File: src/rtl/rom_port_arbiter.sv
// Shares one combinational instruction ROM between fetch (IF) and load (LD).
// Arbitrates per cycle, range/alignment checks the winner, and registers a one-cycle response.
module rom_port_arbiter #(
    parameter int                       ADDRESS_WIDTH = 32,
    parameter int                       DATA_WIDTH    = 32,
    parameter logic [ADDRESS_WIDTH-1:0] ROM_BASE      = 32'hBFC00000,
    parameter int                       ROM_SIZE      = 4096,
    parameter int                       STARVE_LIMIT  = 3
) (
    input  logic                     clk,
    input  logic                     rst_n,
    input  logic                     if_req,
    input  logic [ADDRESS_WIDTH-1:0] if_addr,
    output logic                     if_gnt,
    output logic                     if_rvalid,
    output logic [DATA_WIDTH-1:0]    if_rdata,
    output logic                     if_err,
    input  logic                     ld_req,
    input  logic [ADDRESS_WIDTH-1:0] ld_addr,
    output logic                     ld_gnt,
    output logic                     ld_rvalid,
    output logic [DATA_WIDTH-1:0]    ld_rdata,
    output logic                     ld_err,
    output logic [ADDRESS_WIDTH-1:0] rom_addr,
    input  logic [DATA_WIDTH-1:0]    rom_dout
);

    localparam int                     CNT_W    = $clog2(STARVE_LIMIT + 1);
    localparam logic [CNT_W-1:0]       LP_LIMIT = CNT_W'(STARVE_LIMIT);
    // One extra bit so the upper bound cannot wrap for ROMs placed near the top of memory.
    localparam logic [ADDRESS_WIDTH:0] LP_LO    = {1'b0, ROM_BASE};
    localparam logic [ADDRESS_WIDTH:0] LP_HI    = LP_LO + (ADDRESS_WIDTH + 1)'(ROM_SIZE - 4);

    logic [CNT_W-1:0]         r_starve_cnt;
    logic                     r_if_rvalid;
    logic [DATA_WIDTH-1:0]    r_if_rdata;
    logic                     r_if_err;
    logic                     r_ld_rvalid;
    logic [DATA_WIDTH-1:0]    r_ld_rdata;
    logic                     r_ld_err;

    logic                     w_if_gnt;
    logic                     w_ld_gnt;
    logic [ADDRESS_WIDTH-1:0] w_sel_addr;
    logic [ADDRESS_WIDTH:0]   w_sel_ext;
    logic                     w_fault;
    logic [DATA_WIDTH-1:0]    w_rdata;

    always_comb begin
        w_if_gnt   = 1'b0;
        w_ld_gnt   = 1'b0;
        w_sel_addr = '0;
        if (rst_n) begin
            if (if_req && (!ld_req || r_starve_cnt == LP_LIMIT)) begin
                w_if_gnt = 1'b1;
            end else if (ld_req) begin
                w_ld_gnt = 1'b1;
            end
        end
        if (w_if_gnt) begin
            w_sel_addr = if_addr;
        end else if (w_ld_gnt) begin
            w_sel_addr = ld_addr;
        end
        w_sel_ext = {1'b0, w_sel_addr};
        w_fault   = (w_sel_ext < LP_LO) || (w_sel_ext > LP_HI) || (w_sel_addr[1:0] != 2'b00);
        w_rdata   = w_fault ? '0 : rom_dout;
    end

    assign if_gnt   = w_if_gnt;
    assign ld_gnt   = w_ld_gnt;
    assign rom_addr = ((w_if_gnt || w_ld_gnt) && !w_fault) ? w_sel_addr : '0;

    // Counts consecutive IF losses to LD; saturates so IF wins once the limit is reached.
    always_ff @(posedge clk or negedge rst_n) begin
        if (!rst_n) begin
            r_starve_cnt <= '0;
        end else if (w_if_gnt) begin
            r_starve_cnt <= '0;
        end else if (if_req && w_ld_gnt && r_starve_cnt != LP_LIMIT) begin
            r_starve_cnt <= r_starve_cnt + CNT_W'(1);
        end
    end

    always_ff @(posedge clk or negedge rst_n) begin
        if (!rst_n) begin
            r_if_rvalid <= 1'b0;
            r_if_rdata  <= '0;
            r_if_err    <= 1'b0;
            r_ld_rvalid <= 1'b0;
            r_ld_rdata  <= '0;
            r_ld_err    <= 1'b0;
        end else begin
            r_if_rvalid <= w_if_gnt;
            r_ld_rvalid <= w_ld_gnt;
            if (w_if_gnt) begin
                r_if_rdata <= w_rdata;
                r_if_err   <= w_fault;
            end
            if (w_ld_gnt) begin
                r_ld_rdata <= w_rdata;
                r_ld_err   <= w_fault;
            end
        end
    end

    assign if_rvalid = r_if_rvalid;
    assign if_rdata  = r_if_rdata;
    assign if_err    = r_if_err;
    assign ld_rvalid = r_ld_rvalid;
    assign ld_rdata  = r_ld_rdata;
    assign ld_err    = r_ld_err;

endmodule
File: config.mk
export PLATFORM = sky130hd
export DESIGN_NAME = rom_port_arbiter
export DESIGN_NICKNAME = d
export VERILOG_FILES = /design/src/rtl/rom_port_arbiter.sv
export SDC_FILE = /design/constraint.sdc
export NUM_CORES = 1
export LEC_CHECK = 0
export CORE_MARGIN = 3
export CORE_UTILIZATION = 42
export CTS_BUF_LIST = sky130_fd_sc_hd__clkbuf_16
export DETAILED_ROUTE_END_ITERATION = 6
export GPL_ROUTABILITY_DRIVEN = 0
export PLACE_DENSITY = 0.87
export SLEW_MARGIN = 0
export SYNTH_ARGS = -nofsm -noshare
export SYNTH_HDL_FRONTEND = slang
export SYNTH_SLANG_ARGS = --single-unit
File: constraint.sdc
create_clock -name clk -period 7.9 [get_ports clk]
set_input_delay 1.58 -clock clk [delete_from_list [all_inputs] [get_ports clk]]
set_output_delay 1.58 -clock clk [all_outputs]
set_load 0.02 [all_outputs]
== Word-level counts from Yosys, hierarchy flattened ==
Cells that the tools add are included.

* Logic and storage cells: 35
* Latch bits: 0
* Bits in registers: 70
* RAM bits: 0
* Memory bits (read-only): 0
* Output and inout port bits: 102
* Memories: 0

* Bitwise gates (word level): 0
* Add/sub/neg operators: 1
* Divide/modulo/power cells: 0
* Multipliers: 0
* Shifts and indexed selects: 0
* Equal/unequal tests: 2
* Multiplexer cells: 11
* Magnitude comparators: 2
* Reductions and logical operators: 12

{| class="wikitable"
|+ Operator list
! operator !! number
|-
| $mux W32 || 4
|-
| $gt A32 B32 Y1 const B || 1
|-
| $lt A32 B32 Y1 const B || 1
|-
| $mux W1 || 5
|-
| $logic_and A1 B1 Y1 || 4
|-
| $logic_or A1 B1 Y1 || 4
|-
| $mux W2 || 2
|-
| $reduce_bool A2 Y1 || 2
|-
| $add A2 B1 Y2 const B || 1
|-
| $eq A2 B2 Y1 const B || 1
|-
| $logic_not A1 Y1 || 2
|-
| $ne A2 B2 Y1 const B || 1
|}

== Longest topological paths before layout ==
* Word-level depth: 13
* Mapped depth: 10

== Least setup slack after synthesis ==
No wires, ideal clock.

* Path kind: input-to-output
* Start: in ld_addr[30]
* End: out rom_addr[10]
* Stages on the path: 7
* Setup slack: 2.843 ns
* Data required time: 6.320 ns
* Arrival: 3.477 ns
* Path through: or4b_1 > o32a_1 > a2111oi_2 > nand4_1 > buf_2 > buf_2 > nor2_1

* Cells in the longest elaborated chain, start to end: 8

{| class="wikitable"
|+ RTL lines
! element !! line !! text
|-
| start, declared || 19 || <nowiki>input logic [ADDRESS_WIDTH-1:0] ld_addr,</nowiki>
|-
| $mux W32 (*) || 62 || <nowiki>end else if (w_ld_gnt) begin</nowiki>
|-
| $mux W32 (*) || 60 || <nowiki>if (w_if_gnt) begin</nowiki>
|-
| $lt A32 B32 Y1 / $gt A32 B32 Y1 (equally long branches) || 66 || <nowiki>w_fault = (w_sel_ext < LP_LO) || (w_sel_ext > LP_HI) || (w_sel_addr[1:0] != 2'b00);</nowiki>
|-
| $logic_or A1 B1 Y1 (*) (2 in series) || 66 ||
|-
| $logic_not A1 Y1 (*) || 72 || <nowiki>assign rom_addr = ((w_if_gnt || w_ld_gnt) && !w_fault) ? w_sel_addr : '0;</nowiki>
|-
| $logic_and A1 B1 Y1 (*) || 72 ||
|-
| $mux W32 (*) || 72 ||
|-
| end, declared || 24 || <nowiki>output logic [ADDRESS_WIDTH-1:0] rom_addr,</nowiki>
|}

Mark *: on every way between the ends. The rest lies on a longest branch, timed or not.

== Worst setup path in the final report ==
* Start: in if_req
* End: out rom_addr[29]

* Cells in the longest elaborated chain, start to end: 11

{| class="wikitable"
|+ RTL lines
! element !! line !! text
|-
| start, declared || 12 || <nowiki>input logic if_req,</nowiki>
|-
| $logic_and A1 B1 Y1 (*) || 54 || <nowiki>if (if_req && (!ld_req || r_starve_cnt == LP_LIMIT)) begin</nowiki>
|-
| $mux W1 || 54 ||
|-
| $mux W1 || 53 || <nowiki>if (rst_n) begin</nowiki>
|-
| $mux W32 || 62 ||
|-
| $mux W32 || 60 ||
|-
| $lt A32 B32 Y1 / $gt A32 B32 Y1 (equally long branches) || 66 ||
|-
| $logic_or A1 B1 Y1 (2 in series) || 66 ||
|-
| $logic_not A1 Y1 || 72 ||
|-
| $logic_and A1 B1 Y1 || 72 ||
|-
| $mux W32 (*) || 72 ||
|}

Marked as above.

==> Implementation_results.wiki <==
{| class="wikitable"
! Metric !! Value
|-
| Number of antenna-violating nets in the routed design || 0
|-
| Worst-case headroom to the max-slew limit || 0.195
|-
| Clock sink count || 70
|-
| I/O Buffers || 188
|-
| Number of library cell types mapped by synthesis || 29
|-
| Cells resized by post-CTS repair || 0
|-
| Cells after Synth || 344
|-
| Detailed Routing Iterations Pass 1 || 4
|-
| I/O pin cnt || 202
|-
| Hold path endpoint || ld_rdata[20]
|-
| Setup bufs post-CTS || 0
|-
| TritonCTS Buffers || 9
|-
| Sw Pwr || 0.199 mW
|-
| Die extent in y || 97.7 um
|-
| Via count of the first global-routing pass || 3,294
|-
| Min cycle time layout || 7.15 ns
|-
| Gate power share || 0.124
|-
| Hold Path Origin || ld_rdata[20]
|-
| Worst-case vdd ir drop || 0.0917 mV
|-
| Post-synthesis register bit count || 70
|-
| Post-synthesis average cell area || 10.3 um2
|-
| Sequential share of power || 0.424
|-
| Layout overhead on the synthesized area || 60.4%
|-
| Netlist area before placement || 3530 um2
|-
| Total global-route track usage || 0.212
|-
| Clock network fraction of design power || 0.452
|-
| Count of warnings emitted by yosys || 0
|-
| Critical Path End Type || primary output
|-
| First-iteration detailed-routing DRC count || 142
|-
| Number of antenna cells inserted || 0
|-
| Number of failing setup endpoints in the final timing report || 0
|-
| Number of antenna violations at the first check in global routing || 0
|-
| Detail-routed via count per cell || 4.98
|-
| Remaining routing DRC violations || 0
|-
| Global-route wire length before repair || 16,300 um
|-
| CTS tree || built
|-
| PD cells || 151 nW/um2
|-
| Sequential fraction of the synthesis area || 0.496
|-
| Internal power component || 0.657 mW
|-
| Timing-limited maximum frequency || 0.140 GHz
|-
| Critical path class || in -> out
|-
| CTS Root Buffer Type || sky130_fd_sc_hd__clkbuf_16
|-
| Setup total negative slack || 0 ns
|-
| Grt ovf || 0
|-
| Unrepaired setup endpoints after global routing || no
|-
| Layout cell share with drive strength beyond 1 || 0.145
|-
| Number of standard-cell rows in the floorplan || 32
|-
| Post-detailed-routing wire length || 10,000 um
|-
| Endpoint arrival time on the critical path || 5.57 ns
|-
| Worst clock skew || 0.00635 ns
|-
| Type of the tightest min-delay check || reg -> reg
|-
| Hold violation count in the final report || 0
|-
| Area of the die || 9540 um2
|-
| Pwr Total || 0.855 mW
|-
| Final Slew Violations || 0
|-
| Core outline area || 7930 um2
|-
| Pin slew with the least headroom to its limit || 1.20 ns
|-
| Post-detail-place hpwl || 7510 um
|-
| Clock latency on the worst-skew pair || 0.32 ns
|-
| Number of maximum-capacitance violations || 0
|-
| Largest fanout on the critical path || 20
|-
| Max Buffers Root-to-Sink || 2
|-
| Max H-tree Level || 3
|-
| Average wire per standard cell || 16.0 um
|-
| Worst-case register-to-register setup slack || 3.80 ns
|-
| Maximum number of pins on one net before global-route repair || 70
|-
| Crit Reg-Reg Startpoint || r_starve_cnt[0]
|-
| Critical path launch point type || input port
|-
| Initial standard-cell utilization of the core || 0.445
|-
| Reg clk slew, reported paths || 0.05 ns
|-
| Quantity of hold-fixing buffers added after cts || 0
|-
| DIE WIDTH || 97.7 um
|-
| Final net count || 619
|-
| Via count || 3,114
|-
| Worst path required time || 6.32 ns
|-
| Leakage || 2.49 nW
|-
| Reg2reg end || if_rdata[20]
|-
| R2r worst-path depth || 7
|-
| Outcome || complete, no violations
|-
| Ratio of final minimum period to clock period || 0.905
|-
| Final core occ || 0.714
|-
| Switching power share of the total || 0.232
|-
| Instance count along the most critical hold path || 2
|}
placed cells by master, fill, tap and decap left out, types with 3 or more instances in the layout:
master                            count
sky130_fd_sc_hd__nor2_1              13
sky130_fd_sc_hd__o31ai_1             12
sky130_fd_sc_hd__nand3_1              6
sky130_fd_sc_hd__conb_1              13
sky130_fd_sc_hd__a32oi_1              3
sky130_fd_sc_hd__clkbuf_16            9
sky130_fd_sc_hd__nand2_1             67
sky130_fd_sc_hd__buf_4                5
sky130_fd_sc_hd__o31ai_2             52
sky130_fd_sc_hd__clkdlybuf4s50_1    187
sky130_fd_sc_hd__dfrtp_1             70
sky130_fd_sc_hd__inv_1               44
sky130_fd_sc_hd__clkinv_2             3
sky130_fd_sc_hd__a22oi_1             11
sky130_fd_sc_hd__a21oi_1              5
sky130_fd_sc_hd__nor4_1               4
synthesized netlist by cell type (all sizes together):
| cell | count | share of area |
|---|---|---|
| dfrtp | 70 | 0.50 |
| a22o | 1 | 0.0025 |
| a211oi | 1 | 0.0021 |
| a21boi | 1 | 0.0021 |
| o31ai | 64 | 0.21 |
| conb | 1 | 0.0011 |
| o211a | 1 | 0.0028 |
| o32a | 1 | 0.0028 |
| a2111oi | 2 | 0.0067 |
| a22oi | 11 | 0.023 |
| nand2b | 1 | 0.0018 |
| ha | 1 | 0.0035 |
| or4 | 1 | 0.0021 |
| nand4 | 1 | 0.0018 |
| a32oi | 3 | 0.0074 |
| a21oi | 5 | 0.0071 |
| or4b | 1 | 0.0028 |
| nor4 | 4 | 0.0071 |
| nor2 | 13 | 0.014 |
| clkbuf | 18 | 0.019 |
| inv | 44 | 0.047 |
| nand3 | 7 | 0.0099 |
| mux2 | 1 | 0.0032 |
| nand2 | 68 | 0.072 |
| buf | 23 | 0.051 |
worst max-delay path, stage by stage:
cell and delay (ns):
sky130_fd_sc_hd__clkdlybuf4s50_1 0.59, sky130_fd_sc_hd__a21boi_0 1.02, sky130_fd_sc_hd__a21oi_1 0.19, sky130_fd_sc_hd__a2111oi_0 0.52, sky130_fd_sc_hd__nand4_1 0.70, sky130_fd_sc_hd__inv_1 0.31
sky130_fd_sc_hd__clkdlybuf4s50_1 0.65
cell families after synthesis:
| logic type | share of synthesized area |
|---|---|
| simple gates | 0.112 |
| compound gates | 0.267 |
| buf+inv | 0.117 |
| flops | 0.496 |
| mux | 0.00319 |
| fa+ha+maj | 0.00354 |
| other cells | 0.00106 |
worst max-delay path by stage:
| stage | from | endpoint | slack [ns] | cells after the start |
|---|---|---|---|---|
| 2_1_floorplan | ld_addr[30] | rom_addr[10] | 2.84 | 7 |
| 3_3_place_gp | if_req | rom_addr[29] | 1.15 | 7 |
| 3_5_place_dp | if_req | rom_addr[29] | 0.82 | 7 |
| 4_1_cts | if_req | rom_addr[29] | 0.80 | 7 |
| 5_1_grt | if_req | rom_addr[10] | 0.47 | 7 |
| 6_report | if_req | rom_addr[29] | 0.75 | 7 |
area by class of cell:
| type | instances | area [um2] |
|---|---|---|
| sequential | 70 | 1750 |
| tap | 102 | 128 |
| fill | 588 | 2270 |
| clock inverter | 7 | 65.1 |
| timing repair buffer | 192 | 1910 |
| inverter | 44 | 165 |
| clock buffer | 9 | 225 |
| multi-input combinational | 201 | 1420 |
flip-flops by register name (all words and copies together) (netlist names):
name and count:
if_err 1, if_rdata 32, if_rvalid 1, ld_err 1
ld_rdata 32, ld_rvalid 1, r_starve_cnt 2
per-layer routing:
layer / up-vias / routed length (um) / GRT usage
met3: 10 / 532 / 0.0431
met1: 1479 / 3720 / 0.232
met5: - / 0 / 0
met4: 0 / 132 / 0.0682
met2: 126 / 5620 / 0.404
li1: 1499 / - / -
metrics by stage:
stage / instance area (um2) / hold slack [ns] / setup slack (ns) / instances
final: 5660 / 0.479 / 0.749 / 625
after CTS: 5660 / 0.483 / 0.804 / 625
after floorplan: 3570 / 0.477 / 2.84 / 356
after global placement: 5370 / 0.464 / 1.15 / 609
after global routing: 5660 / 0.504 / 0.472 / 625
after detailed placement: 5370 / 0.469 / 0.816 / 609
power by group through the flow:
stage | registers (mW) | logic [mW] | clock network (mW)
2_1_floorplan | 0.369 | 0.0448 | 0
6_report | 0.362 | 0.106 | 0.386
3_3_place_gp | 0.369 | 0.106 | 0
5_1_grt | 0.362 | 0.116 | 0.407
4_1_cts | 0.362 | 0.107 | 0.395
3_5_place_dp | 0.369 | 0.107 | 0
Power figures use the tool's default switching activity.
